--- config.mk ---
export PLATFORM = sky130hd
export DESIGN_NAME = memory_arbiter
export DESIGN_NICKNAME = d
export VERILOG_FILES = /design/src/rtl/memory_arbiter.sv
export SDC_FILE = /design/constraint.sdc
export NUM_CORES = 1
export LEC_CHECK = 0
export BUFFER_PORTS_ARGS = -buffer_cell sky130_fd_sc_hd__buf_2
export CORE_MARGIN = 3
export CORE_UTILIZATION = 44
export CTS_CLUSTER_DIAMETER = 100
export DETAILED_ROUTE_END_ITERATION = 6
export HOLD_SLACK_MARGIN = 0.03
export PLACE_DENSITY = 0.93
export SYNTH_ARGS = -nofsm -noshare
export SYNTH_HDL_FRONTEND = slang
export SYNTH_SLANG_ARGS = --single-unit
--- constraint.sdc ---
create_clock -name clk -period 3.66 [get_ports clk]
set_clock_uncertainty 0.05 [all_clocks]
set_input_delay 0.732 -clock clk [delete_from_list [all_inputs] [get_ports clk]]
set_output_delay 0.732 -clock clk [all_outputs]
set_load 0.1 [all_outputs]
--- src/rtl/memory_arbiter.sv ---
// Two-port arbiter onto the even/odd byte-banked memory: address split, bank write enables, read realignment.
// Optional MEMARB_LOCK_EN adds p0_lock/p1_lock so a port can hold the arbiter for read-modify-write.
module memory_arbiter #(
    parameter int unsigned FIXED_PRIO = 0
) (
    input  logic        clk,
    input  logic        reset,
    input  logic        p0_req,
    input  logic        p1_req,
    input  logic [15:0] p0_addr,
    input  logic [15:0] p1_addr,
    input  logic        p0_we,
    input  logic        p1_we,
    input  logic        p0_wide,
    input  logic        p1_wide,
    input  logic [15:0] p0_wdata,
    input  logic [15:0] p1_wdata,
`ifdef MEMARB_LOCK_EN
    input  logic        p0_lock,
    input  logic        p1_lock,
`endif
    output logic        p0_gnt,
    output logic        p1_gnt,
    output logic        p0_rvalid,
    output logic        p1_rvalid,
    output logic [15:0] p0_rdata,
    output logic [15:0] p1_rdata,
    output logic [14:0] read_addr_even,
    output logic [14:0] read_addr_odd,
    input  logic [7:0]  read_data_even,
    input  logic [7:0]  read_data_odd,
    output logic [14:0] write_addr_even,
    output logic [14:0] write_addr_odd,
    output logic [7:0]  write_data_even,
    output logic [7:0]  write_data_odd,
    output logic        write_en_even,
    output logic        write_en_odd
);

    logic        rr_q, rr_d;          // 1: port 1 wins the next contention
    logic        req0_eff, req1_eff;
    logic        any_gnt, sel;
    logic [15:0] a, a_inc, wd;
    logic        s_we, s_wide;
    logic [14:0] ev_addr, od_addr;
    logic [14:0] addr_e_q, addr_o_q;
    logic        pend_vld_q, pend_own_q, pend_odd_q, pend_wide_q;
    logic [15:0] asm_data;

`ifdef MEMARB_LOCK_EN
    logic lock_vld_q, lock_own_q, own_req, own_lock, s_lock;

    assign req0_eff = p0_req && !(lock_vld_q && lock_own_q);
    assign req1_eff = p1_req && !(lock_vld_q && !lock_own_q);
    assign own_req  = lock_own_q ? p1_req  : p0_req;
    assign own_lock = lock_own_q ? p1_lock : p0_lock;
    assign s_lock   = sel ? p1_lock : p0_lock;

    // Ownership ends once the owner shows lock=0 while granted or not requesting.
    always_ff @(posedge clk or posedge reset) begin
        if (reset) begin
            lock_vld_q <= 1'b0;
            lock_own_q <= 1'b0;
        end else if (any_gnt) begin
            lock_vld_q <= s_lock;
            lock_own_q <= sel;
        end else if (lock_vld_q && !own_req && !own_lock) begin
            lock_vld_q <= 1'b0;
        end
    end
`else
    assign req0_eff = p0_req;
    assign req1_eff = p1_req;
`endif

    always_comb begin
        p0_gnt = 1'b0;
        p1_gnt = 1'b0;
        if (!reset) begin
            if (req0_eff && req1_eff) begin
                if (FIXED_PRIO != 0 || !rr_q) p0_gnt = 1'b1;
                else                          p1_gnt = 1'b1;
            end else begin
                p0_gnt = req0_eff;
                p1_gnt = req1_eff;
            end
        end
    end

    assign any_gnt = p0_gnt || p1_gnt;
    assign sel     = p1_gnt;
    assign a       = sel ? p1_addr  : p0_addr;
    assign wd      = sel ? p1_wdata : p0_wdata;
    assign s_we    = sel ? p1_we    : p0_we;
    assign s_wide  = sel ? p1_wide  : p0_wide;
    assign a_inc   = a + 16'd1;

    // Odd bank always holds A's word; for odd A the high byte is in the next even word.
    assign od_addr = a[15:1];
    assign ev_addr = a[0] ? a_inc[15:1] : a[15:1];

    assign read_addr_even  = any_gnt ? ev_addr : addr_e_q;
    assign read_addr_odd   = any_gnt ? od_addr : addr_o_q;
    assign write_addr_even = read_addr_even;
    assign write_addr_odd  = read_addr_odd;

    assign write_en_even   = any_gnt && s_we && (s_wide || !a[0]);
    assign write_en_odd    = any_gnt && s_we && (s_wide ||  a[0]);
    assign write_data_even = a[0] ? wd[15:8] : wd[7:0];
    assign write_data_odd  = a[0] ? wd[7:0]  : wd[15:8];

    always_comb begin
        rr_d = rr_q;
        if (p0_gnt)      rr_d = 1'b1;
        else if (p1_gnt) rr_d = 1'b0;
    end

    always_ff @(posedge clk or posedge reset) begin
        if (reset) begin
            rr_q        <= 1'b0;
            addr_e_q    <= '0;
            addr_o_q    <= '0;
            pend_vld_q  <= 1'b0;
            pend_own_q  <= 1'b0;
            pend_odd_q  <= 1'b0;
            pend_wide_q <= 1'b0;
        end else begin
            rr_q       <= rr_d;
            pend_vld_q <= any_gnt && !s_we;
            if (any_gnt) begin
                addr_e_q    <= ev_addr;
                addr_o_q    <= od_addr;
                pend_own_q  <= sel;
                pend_odd_q  <= a[0];
                pend_wide_q <= s_wide;
            end
        end
    end

    always_comb begin
        asm_data = pend_odd_q ? {read_data_even, read_data_odd}
                              : {read_data_odd, read_data_even};
        if (!pend_wide_q) asm_data[15:8] = 8'h00;
    end

    assign p0_rvalid = pend_vld_q && !pend_own_q;
    assign p1_rvalid = pend_vld_q &&  pend_own_q;
    assign p0_rdata  = p0_rvalid ? asm_data : 16'h0000;
    assign p1_rdata  = p1_rvalid ? asm_data : 16'h0000;

endmodule

# --- After elaboration in Yosys (flattened, before gate mapping) ---
# Cells that the tools add are included.
totals:
  reg_bits: 35
  wordCells: 43
op_classes:
  reduce_logical: 14
  addsub: 1
  mux: 21
op_table:
  columns: ["op", "n"]
  rows:
  - ["$mux 16", 5]
  - ["$mux 15", 3]
  - ["$mux 8", 3]
  - ["$add 16x1->16 const B", 1]
  - ["$mux 1", 10]
  - ["$logic_and 1x1->1", 7]
  - ["$logic_not 1->1", 3]
  - ["$logic_or 1x1->1", 3]
  - ["$reduce_bool 2->1", 1]

# --- Depth between registers and ports, before layout ---
# Gate-level depths: netlist of the first run.
logic_depth:
  word_depth: 7
  mapped_depth: 13

# --- Worst setup path before layout of the first run ---
# Ideal clock, no wire load.
synth_path:
  path_type: "input -> output"
  from: "in p1_req"
  to: "out write_addr_even[11]"
  n_path_buf: 4
  setup_slack_ns: -2.300
  arrival_time_ns: 5.178
  stages: 12
  cell_sequence: "nor2b_1 > buf_6 > nand2_8 > buf_2 > buf_2 > nand2_1 > nand2_1 > ha_1 > inv_1 > o31a_1 > o31ai_1 > buf_4"
synth_between:
  elab_chain_len: 7
  elab_cells_between_ends: 10
  cone_classes: "1 x add/sub; 7 x mux; 2 x reduce/logical"
synth_lines:
  columns: ["item", "line", "source"]
  rows:
  - ["start: declaration", "9", "input logic p1_req,"]
  - ["$logic_and 1x1->1", "80", "if (req0_eff && req1_eff) begin"]
  - ["$mux 1", "80", null]
  - ["$mux 1", "79", "if (!reset) begin"]
  - ["$mux 16", "92", "assign a = sel ? p1_addr : p0_addr;"]
  - ["$add 16x1->16", "96", "assign a_inc = a + 16'd1;"]
  - ["$mux 15", "100", "assign ev_addr = a[0] ? a_inc[15:1] : a[15:1];"]
  - ["$mux 15 (*)", null, null]
  - ["end: declaration", "32", "output logic [14:0] write_addr_even,"]
# Every way passes the cells marked *; elsewhere a longest branch is shown, timed or not.

# --- Worst setup path in the final report of the first run ---
layout_path:
  from: "in p0_req"
  to: "out write_addr_even[8]"
layout_between:
  elab_chain_len: 7
  elab_cells_between_ends: 10
  cone_classes: "1 x add/sub; 7 x mux; 2 x reduce/logical"
layout_lines:
  columns: ["item", "line", "source"]
  rows:
  - ["start: declaration", "8", "input logic p0_req,"]
  - ["$logic_and 1x1->1", "80", null]
  - ["$mux 1", "80", null]
  - ["$mux 1", "79", null]
  - ["$mux 16", "92", null]
  - ["$add 16x1->16", "96", null]
  - ["$mux 15", "100", null]
  - ["$mux 15 (*)", null, null]
# Marked as above.

==> results.json, run 1 <==
{
  "run_status": "completed",
  "slew_headroom_pct": 40.3,
  "track_usage_pct": 30.0,
  "final_nets": 660,
  "layout.core_utilization_pct": 79.8,
  "synth-edff-count": 0,
  "ys.warnings.count": 0,
  "global_route_met1_usage_pct": 33.5,
  "synth_sequential_area_ratio_pct": 27.3,
  "synthTopCellsByArea": "dfrtp_1 27%, mux2i_1 14%, buf_4 7.0%",
  "cts_tree": "done",
  "power.switching_mw": 1.53,
  "seq_power_share_pct": 17.7,
  "gpl.final_weighted_congestion": 1.11,
  "die_height_um": 91.4,
  "multi_input_comb_area_sq_mm": 0.00240,
  "register_area_sq_um": 876,
  "initial_utilization_pct": 46.2,
  "timing.final.setup_violations": 0,
  "avgRoutedWirePerCell_um": 19.0,
  "drt_pass1_iterations": 6,
  "synth.distinct_cells": 47,
  "period_share_pct": 97.1,
  "power-per-cell-area_mw_per_mm2": 481,
  "post-place-cells": 660,
  "critical-path-top-delay-family": "simple AND/OR/NAND/NOR gates",
  "vias_per_cell": 5.92,
  "critical_path_class": "in -> out",
  "swShare_pct": 57.4,
  "power.clock.fraction_pct": 10.5,
  "dr.first_iter.drc_count": 241,
  "critical_path.max_stage_delay_ns": 0.54,
  "synth_flop_cell": "dfrtp_1",
  "synthToLayoutAreaGrowth_pct": 72.8,
  "yosys.area.top_type_share_pct": 27.3,
  "count_of_placed_standard_cells_in_the_final_layout_fillers_left_out": 669,
  "synthesized_area_fraction_occupied_by_ao_oa_aoi_and_oai_cells_pct": 19.9,
  "grt.busiest_layer": "met2",
  "postCtsSetupBuffers": 0,
  "grt_max_degree": 40,
  "synth.most_common_cell": "nand2_1",
  "p_leak_nw": 2.57,
  "arrival_ns": 2.77,
  "core_area_sq_mm": 0.00694,
  "cp_cell_sequence": "buf_2 -> nand2b_1 -> nand2_8 -> inv_4 -> mux2_4 -> or4_1 -> nand3_2 -> buf_12",
  "h-tree-depth": 2,
  "post_synth_inst_count": 404,
  "synth-simple-area-share_pct": 22.6,
  "worst-path-max-fanout": 16,
  "power_report.internal_total_mw": 1.14,
  "cts_inserted_buffers": 5,
  "setup.worst_path.start_class": "primary input",
  "worst-path-buf-inv": 3,
  "post_route_cells_drive_above_1_share_pct": 51.4,
  "synth_xor_area_share_pct": 1.91,
  "drtAntennaViolNets": 0,
  "synthesized_nets": 493,
  "core.rowCount": 30,
  "postSynthAreaPerCell_sq_um": 7.94,
  "critical_path.slowest_cell": "or4_1",
  "synth-adder-area-share_pct": 0.390,
  "crit_required_ns": 2.88,
  "achievable-frequency_ghz": 0.281,
  "grt.overflow.total": 0,
  "cts.path.max_buffers": 2,
  "cts-hold-fix-buffers": 0,
  "pin_count": 202,
  "synth.mux.area_fraction_pct": 16.0,
  "max_cap_viol_count": 0,
  "post_synth_instance_area_sq_mm": 0.00321,
  "clk_latency_ns": 0.30,
  "groute.layer.met3.usage_pct": 6.79,
  "transition_time_of_the_tightest_slew_check_pin_ns": 0.895,
  "hpwlAfterDp_um": 10100,
  "grt_first_pass_wirelength_um": 20100,
  "worst_setup_path_end_kind": "primary output",
  "final.fill_count": 382,
  "finalHoldViolations": 0,
  "cts_num_sinks": 35,
  "synth_common_cells": "55 x nand2_1, 44 x mux2i_1, 40 x nor2_1",
  "synth_async_sr_flop_share_pct": 100,
  "final-max-slew-violation-count": 0,
  "grt_setup_unrepaired": "false",
  "totalWireLength_um": 12700,
  "clock_pin_slew_on_the_worst_setup_and_hold_paths_ns": 0.07,
  "globalRouteMet2Util_pct": 54.9,
  "post_cts_resized": 0,
  "route.detailed.drc": 0,
  "vdd_drop_max_mv": 0.342,
  "grt_antenna_before_repair": 0,
  "dieArea_sq_mm": 0.00835,
  "power.combinational.fraction_pct": 71.8,
  "hold_class": "reg -> reg",
  "routed-via-count": 3959,
  "io_buffers": 201,
  "post-synth-top-area-cell": "dfrtp_1",
  "synth_seq_cells": 35,
  "die_width_um": 91.4,
  "finalCriticalPeriod_ns": 3.55,
  "vias_in_the_first_global_route": 3892,
  "synth_top_family_by_area": "simple AND/OR/NAND/NOR gates",
  "clk_root_buffer_cell": "clkbuf_8"
}
-- cell type report --
class,count,area share (%)
clock inverter,1,0.0903
antenna,1,0.0452
multi-input combinational,308,43.4
clock buffer,7,1.38
inverter,6,0.565
tap,96,2.17
sequential,35,15.8
timing repair buffer,215,36.5
-- power by group through the flow --
stage	Clock [mW]	Combinational [mW]	Sequential [mW]
5_1_grt	0.298	1.97	0.475
4_1_cts	0.276	1.91	0.470
6_report	0.280	1.91	0.471
3_3_place_gp	0	1.88	0.472
2_1_floorplan	0	1.41	0.459
3_5_place_dp	0	1.91	0.477
-- state kept, by name (all words and copies together), names as in the netlist --
| signal | cells |
|---|---|
| pend_own_q | 1 |
| addr_o_q | 15 |
| pend_odd_q | 1 |
| addr_e_q | 15 |
| rr_q | 1 |
| pend_vld_q | 1 |
| pend_wide_q | 1 |
-- cell families after synthesis --
group | count (synthesis)
multiplexers | 49
flip-flops | 35
adder cells (fa/ha/maj) | 1
buffers and inverters | 61
XOR/XNOR | 7
AND/OR/NAND/NOR | 154
AO/OA/AOI/OAI | 97
-- per-stage QoR --
| step | area [sq um] | worst slack, ns | setup TNS (ns) | hold slack, ns | power [mW] |
|---|---|---|---|---|---|
| after floorplan | 3740 | -0.300 | -0.536 | 0.411 | 1.87 |
| after global routing | 5540 | 0.0353 | 0 | 0.495 | 2.74 |
| final | 5540 | 0.106 | 0 | 0.475 | 2.67 |
| after global placement | 5450 | 0.189 | 0 | 0.451 | 2.35 |
| after CTS | 5530 | 0.0511 | 0 | 0.473 | 2.66 |
| after detailed placement | 5450 | 0.0740 | 0 | 0.456 | 2.39 |
-- routing by layer --
layer | vias up | wire length (um)
met1 | 1868 | 4520
met4 | 0 | 584
li1 | 1751 | -
met3 | 65 | 1210
met5 | - | 0
met2 | 275 | 6400
-- worst min-delay path, stage by stage, from the launching register on --
cell     delay, ns
dfrtp_1       0.38
nand2_1       0.05
o21ai_0       0.06
-- path summary, 6_finish.rpt --
kind / endpoint / cells after the start / startpoint / slack, ns
worst max-delay path: write_addr_even[8] / 8 / p0_req / 0.11
worst min-delay path: pend_wide_q / 2 / pend_wide_q / 0.48
worst max register to register: addr_e_q[11] / 6 / rr_q / 1.31
worst min register to register: pend_wide_q / 2 / pend_wide_q / 0.48
max in group asynchronous: addr_o_q[3] / 3 / reset / 2.62
min in group asynchronous: addr_e_q[7] / 3 / reset / 0.61
-- placed cells by master (no fill, tap or decap), types with 8 or more instances in the layout --
| cell type | netlist | routed |
|---|---|---|
| nor2_1 | 40 | 32 |
| buf_12 | 0 | 61 |
| buf_2 | 6 | 141 |
| nand3_1 | 11 | 9 |
| buf_4 | 30 | 13 |
| nand2_1 | 55 | 51 |
| dfrtp_1 | 35 | 35 |
| o21ai_4 | 0 | 18 |
| nor2b_1 | 18 | 17 |
| a211oi_1 | 19 | 17 |
| a21oi_2 | 0 | 16 |
| mux2i_1 | 44 | 42 |
| nor2_2 | 0 | 8 |
Power figures use the tool's default switching activity.
==> run 2, diff against run 1 <==
--- a/config.mk
+++ b/config.mk
@@ -10,6 +10,7 @@
 export CORE_UTILIZATION = 44
 export CTS_CLUSTER_DIAMETER = 100
 export DETAILED_ROUTE_END_ITERATION = 6
+export GPL_TIMING_DRIVEN = 0
 export HOLD_SLACK_MARGIN = 0.03
 export PLACE_DENSITY = 0.93
 export SYNTH_ARGS = -nofsm -noshare
==> results.json, run 2 (synthesis results as in run 1) <==
{
  "run_status": "completed",
  "clk_root_buffer_cell": "clkbuf_8",
  "period_share_pct": 99.1,
  "p_leak_nw": 2.50,
  "dieArea_sq_mm": 0.00835,
  "grt_max_degree": 19,
  "grt_setup_unrepaired": "true",
  "cts_tree": "done",
  "finalCriticalPeriod_ns": 3.63,
  "route.detailed.drc": 0,
  "avgRoutedWirePerCell_um": 18.3,
  "hold-worst-slack_ns": 0.450,
  "cts_num_sinks": 35,
  "total_non_filler_cell_area_in_the_finished_layout_sq_mm": 0.00511,
  "max_cap_viol_count": 0,
  "critical_path_class": "in -> out",
  "final-max-slew-violation-count": 0,
  "cts_inserted_buffers": 5,
  "commonest_cells_after_routing_fill_and_taps_aside": "189 x buf_2, 51 x nand2_1, 42 x mux2i_1",
  "timing.final.setup_violations": 0,
  "grt_antenna_before_repair": 0,
  "vias_in_the_first_global_route": 4003,
  "post-place-cells": 700,
  "post-place-ws_ns": -0.665,
  "synthToLayoutAreaGrowth_pct": 59.4,
  "power-per-cell-area_mw_per_mm2": 494,
  "pin_count": 202,
  "die_height_um": 91.4,
  "post_route_cells_drive_above_1_share_pct": 54.6,
  "crit_required_ns": 2.88,
  "setup.worst_path.start_class": "primary input",
  "h-tree-depth": 2,
  "finalHoldViolations": 0,
  "routed-via-count": 4070,
  "clock_pin_slew_on_the_worst_setup_and_hold_paths_ns": 0.08,
  "count_of_placed_standard_cells_in_the_final_layout_fillers_left_out": 711,
  "hold_class": "reg -> reg",
  "dr.first_iter.drc_count": 221,
  "achievable-frequency_ghz": 0.276,
  "vias_per_cell": 5.72,
  "drt_pass1_iterations": 5,
  "initial_utilization_pct": 46.2,
  "final_nets": 702,
  "leading_cell_type_in_the_layout_fill_and_taps_excluded": "buf_2",
  "setup_slack_ns": 0.0327,
  "vdd_drop_max_mv": 0.254,
  "grt.overflow.total": 0,
  "slew_headroom_pct": 33.8,
  "drtAntennaViolNets": 0,
  "grt_first_pass_wirelength_um": 20200,
  "core.rowCount": 30,
  "gpl.final_weighted_congestion": 0.900,
  "clk_latency_ns": 0.29,
  "hpwlAfterDp_um": 10200,
  "post-layout-total-power_mw": 2.52,
  "io_buffers": 200,
  "transition_time_of_the_tightest_slew_check_pin_ns": 0.987,
  "track_usage_pct": 29.9,
  "totalWireLength_um": 13000,
  "cts.path.max_buffers": 2,
  "detailed_place.area_sq_mm": 0.00486,
  "largest_regs": "addr_e_q: 15 flops, addr_o_q: 15 flops",
  "arrival_ns": 2.85,
  "die_width_um": 91.4,
  "worst_setup_path_end_kind": "primary output",
  "worst-path-max-fanout": 6,
  "core_area_sq_mm": 0.00694
}
-- run 2: changes by cell type in the layout (fill, tap and decap cells not counted), moves of 2 or more --
| cell | delta |
|---|---|
| buf_12 | -55 |
| buf_2 | +48 |
| buf_4 | +21 |
| buf_6 | +7 |
| clkbuf_1 | +7 |
| clkbuf_2 | +3 |
| clkbuf_4 | +5 |
| nor4_1 | -2 |
| nor4_2 | +2 |
-- run 2: power breakdown --
part	total, mW	leakage [nW]	switching [mW]	internal [mW]
sequential	0.457	0.427	0.0184	0.439
clock	0.363	0.0581	0.160	0.203
combinational	1.70	2.02	1.33	0.374
-- run 2: final timing paths --
path / startpoint / to / slack (ns) / depth (start not counted)
max: reset / write_addr_even[11] / 0.03 / 8
min: addr_e_q[0] / addr_e_q[0] / 0.45 / 2
max reg2reg: rr_q / addr_e_q[11] / 1.28 / 11
min reg2reg: addr_e_q[0] / addr_e_q[0] / 0.45 / 2
max in group asynchronous: reset / addr_e_q[8] / 2.44 / 2
min in group asynchronous: reset / addr_o_q[9] / 0.53 / 3
-- run 2: per-layer routing --
| layer | track usage (%) | routed length (um) |
|---|---|---|
| met1 | 35.7 | 5030 |
| met2 | 54.3 | 6660 |
| met3 | 5.72 | 1010 |
| met4 | 8.29 | 285 |
| met5 | 0 | 0 |
-- run 2: critical path: stages --
cell and delay [ns]:
buf_2 0.16, nand2b_2 0.26, nor3_1 0.39, a32oi_1 0.27, o31a_1 0.37, o31ai_4 0.35
buf_12 0.14, buf_12 0.16
-- run 2: cell type report --
cell class | count | area, sq um
Fill cell | 520 | 1830
Buffer | 54 | 442
Timing Repair inverter | 1 | 5.00
Antenna cell | 1 | 2.50
Inverter | 6 | 31.3
Sequential cell | 35 | 876
Timing Repair Buffer | 202 | 1080
Clock inverter | 3 | 43.8
Multi-Input combinational cell | 308 | 2440
Clock buffer | 5 | 68.8
Tap cell | 96 | 120
-- run 2: what timing repair did --
item / 4_1_cts / 5_1_grt
resized for setup: 24 / 14
pin swaps: 1 / 1
gates cloned: 1 / 0
setup endpoints to repair: 57 / 18
buffers inserted: 1 / 1
hold buffers: 0 / 0
-- run 2: stage by stage --
step	util (%)	setup TNS, ns
final	73.6	0
after global routing	73.6	-0.0290
after CTS	72.9	0
after detailed placement	70.0	-26.50
after global placement	70.0	-23.13
after floorplan	-	-0.536
==> run 3, diff against run 2 <==
--- a/config.mk
+++ b/config.mk
@@ -13,6 +13,7 @@
 export GPL_TIMING_DRIVEN = 0
 export HOLD_SLACK_MARGIN = 0.03
 export PLACE_DENSITY = 0.93
+export RECOVER_POWER = 100
 export SYNTH_ARGS = -nofsm -noshare
 export SYNTH_HDL_FRONTEND = slang
 export SYNTH_SLANG_ARGS = --single-unit
==> results.json, run 3 (synthesis results as in run 1) <==
{
  "count_of_placed_standard_cells_in_the_final_layout_fillers_left_out": 711,
  "achievable-frequency_ghz": 0.276,
  "initial_utilization_pct": 46.2,
  "cts_inserted_buffers": 5,
  "vias_per_cell": 5.65,
  "final_nets": 702,
  "worst-r2r-setup-slack_ns": 1.29,
  "route.detailed.drc": 0,
  "core_area_sq_mm": 0.00694,
  "vdd_drop_max_mv": 0.254,
  "setup.worst_path.start_class": "primary input",
  "cts_tree": "done",
  "max_cap_viol_count": 0,
  "power.clock.fraction_pct": 14.6,
  "cts-hold-fix-buffers": 0,
  "power.switching_mw": 1.49,
  "arrival_ns": 2.85,
  "swShare_pct": 59.8,
  "dieArea_sq_mm": 0.00835,
  "seq_power_share_pct": 18.3,
  "die_width_um": 91.4,
  "track_usage_pct": 29.9,
  "commonest_cells_after_routing_fill_and_taps_aside": "189 x buf_2, 52 x nand2_1, 43 x mux2i_1",
  "grt_max_degree": 19,
  "power.combinational.fraction_pct": 67.1,
  "clk_root_buffer_cell": "clkbuf_8",
  "core.rowCount": 30,
  "gpl.final_weighted_congestion": 0.900,
  "post-place-cells": 700,
  "critical_path_class": "in -> out",
  "hpwlAfterDp_um": 10200,
  "die_height_um": 91.4,
  "grt_setup_unrepaired": "true",
  "grt_first_pass_wirelength_um": 20200,
  "layout.core_utilization_pct": 71.8,
  "totalWireLength_um": 12900,
  "power-per-cell-area_mw_per_mm2": 500,
  "final-max-slew-violation-count": 0,
  "worst-path-max-fanout": 6,
  "pin_count": 202,
  "vias_in_the_first_global_route": 4003,
  "clock_pin_slew_on_the_worst_setup_and_hold_paths_ns": 0.08,
  "period_share_pct": 99.1,
  "p_leak_nw": 2.47,
  "cts.path.max_buffers": 2,
  "timing.final.setup_violations": 0,
  "cp_common_cell": "buf_12",
  "cts_num_sinks": 35,
  "setup_slack_ns": 0.0322,
  "slew_headroom_pct": 23.9,
  "drtAntennaViolNets": 0,
  "leading_cell_type_in_the_layout_fill_and_taps_excluded": "buf_2",
  "grt.overflow.total": 0,
  "avgRoutedWirePerCell_um": 18.2,
  "hold_class": "reg -> reg",
  "crit_required_ns": 2.88,
  "critical_path.slowest_cell": "nor3_1",
  "transition_time_of_the_tightest_slew_check_pin_ns": 1.14,
  "h-tree-depth": 2,
  "routed-via-count": 4019,
  "clk_latency_ns": 0.29,
  "finalCriticalPeriod_ns": 3.63,
  "dr.first_iter.drc_count": 243,
  "cp_cell_sequence": "buf_2 -> nand2b_2 -> nor3_1 -> a32oi_1 -> o31a_1 -> o31ai_4 -> buf_12 -> buf_12",
  "critical_path.max_stage_delay_ns": 0.39,
  "grt_antenna_before_repair": 0,
  "power_report.internal_total_mw": 1.00,
  "post-layout-total-power_mw": 2.49,
  "largest_regs": "addr_e_q: 15 flops, addr_o_q: 15 flops",
  "finalHoldViolations": 0,
  "drt_pass1_iterations": 6,
  "post-place-ws_ns": -0.665,
  "io_buffers": 200,
  "synthToLayoutAreaGrowth_pct": 55.5,
  "post_route_cells_drive_above_1_share_pct": 52.4,
  "worst_setup_path_end_kind": "primary output",
  "run_status": "completed"
}
run 3: cell types whose count changed in the layout (fill, tap and decap cells not counted):
cell      change
a31oi_1       +2
a31oi_4       -2
and2_0        +1
and2_1        -1
buf_4         -1
clkbuf_1      +1
mux2i_1       +1
mux2i_2       -1
nand2_1       +1
nand2_2       -1
nand3_1       +1
nand3_2       -1
o21ai_0       +7
o21ai_4       -7
run 3: path summary, 6_finish.rpt:
check / cells past startpoint / from / to
min: 2 / addr_e_q[2] / addr_e_q[2]
max: 8 / reset / write_addr_even[11]
max in group asynchronous: 3 / reset / addr_o_q[7]
min in group asynchronous: 2 / reset / addr_e_q[7]
min reg2reg: 2 / addr_e_q[2] / addr_e_q[2]
max reg2reg: 11 / rr_q / addr_e_q[11]
run 3: area by class of cell:
type,count,area (sq um)
Clock inverter,3,43.8
Timing Repair Buffer,202,1070
Clock buffer,5,68.8
Buffer,54,442
Sequential cell,35,876
Antenna cell,1,2.50
Inverter,6,31.3
Tap cell,96,120
Timing Repair inverter,1,5.00
Fill cell,542,1960
Multi-Input combinational cell,308,2320
run 3: worst max-delay path: cells and delay by family:
family | cells | cell delay [ns]
simple gates | 2 | 0.65
buf+inv | 3 | 0.46
compound gates | 3 | 0.99
run 3: metrics by stage:
| stage | hold WS [ns] | setup TNS (ns) | instance area, sq um |
|---|---|---|---|
| 5_1_grt | 0.468 | -0.0917 | 4980 |
| 3_3_place_gp | 0.424 | -23.13 | 4860 |
| 4_1_cts | 0.451 | 0 | 5060 |
| 6_report | 0.454 | 0 | 4990 |
| 2_1_floorplan | 0.411 | -0.536 | 3740 |
| 3_5_place_dp | 0.431 | -26.50 | 4860 |
run 3: what timing repair did:
item | in CTS | in global routing
cloned | 1 | 0
pin swaps | 1 | 1
hold endpoints to repair | 0 | 0
setup endpoints to repair | 57 | 18
resized for setup | 24 | 14
setup buffers | 1 | 1
run 3: layer usage:
| metal | track usage, % | up-vias | wire [um] |
|---|---|---|---|
| li1 | - | 1852 | - |
| met2 | 54.3 | 217 | 6590 |
| met4 | 8.29 | 0 | 322 |
| met5 | 0 | - | 0 |
| met3 | 5.72 | 31 | 948 |
| met1 | 35.7 | 1919 | 5090 |
run 3: power groups by stage:
stage	Combinational (mW)	Clock (mW)	Sequential, mW
final	1.67	0.363	0.457
after global routing	1.73	0.381	0.462
after CTS	1.69	0.363	0.456
after detailed placement	1.66	0	0.464
after global placement	1.64	0	0.461
after floorplan	1.41	0	0.459
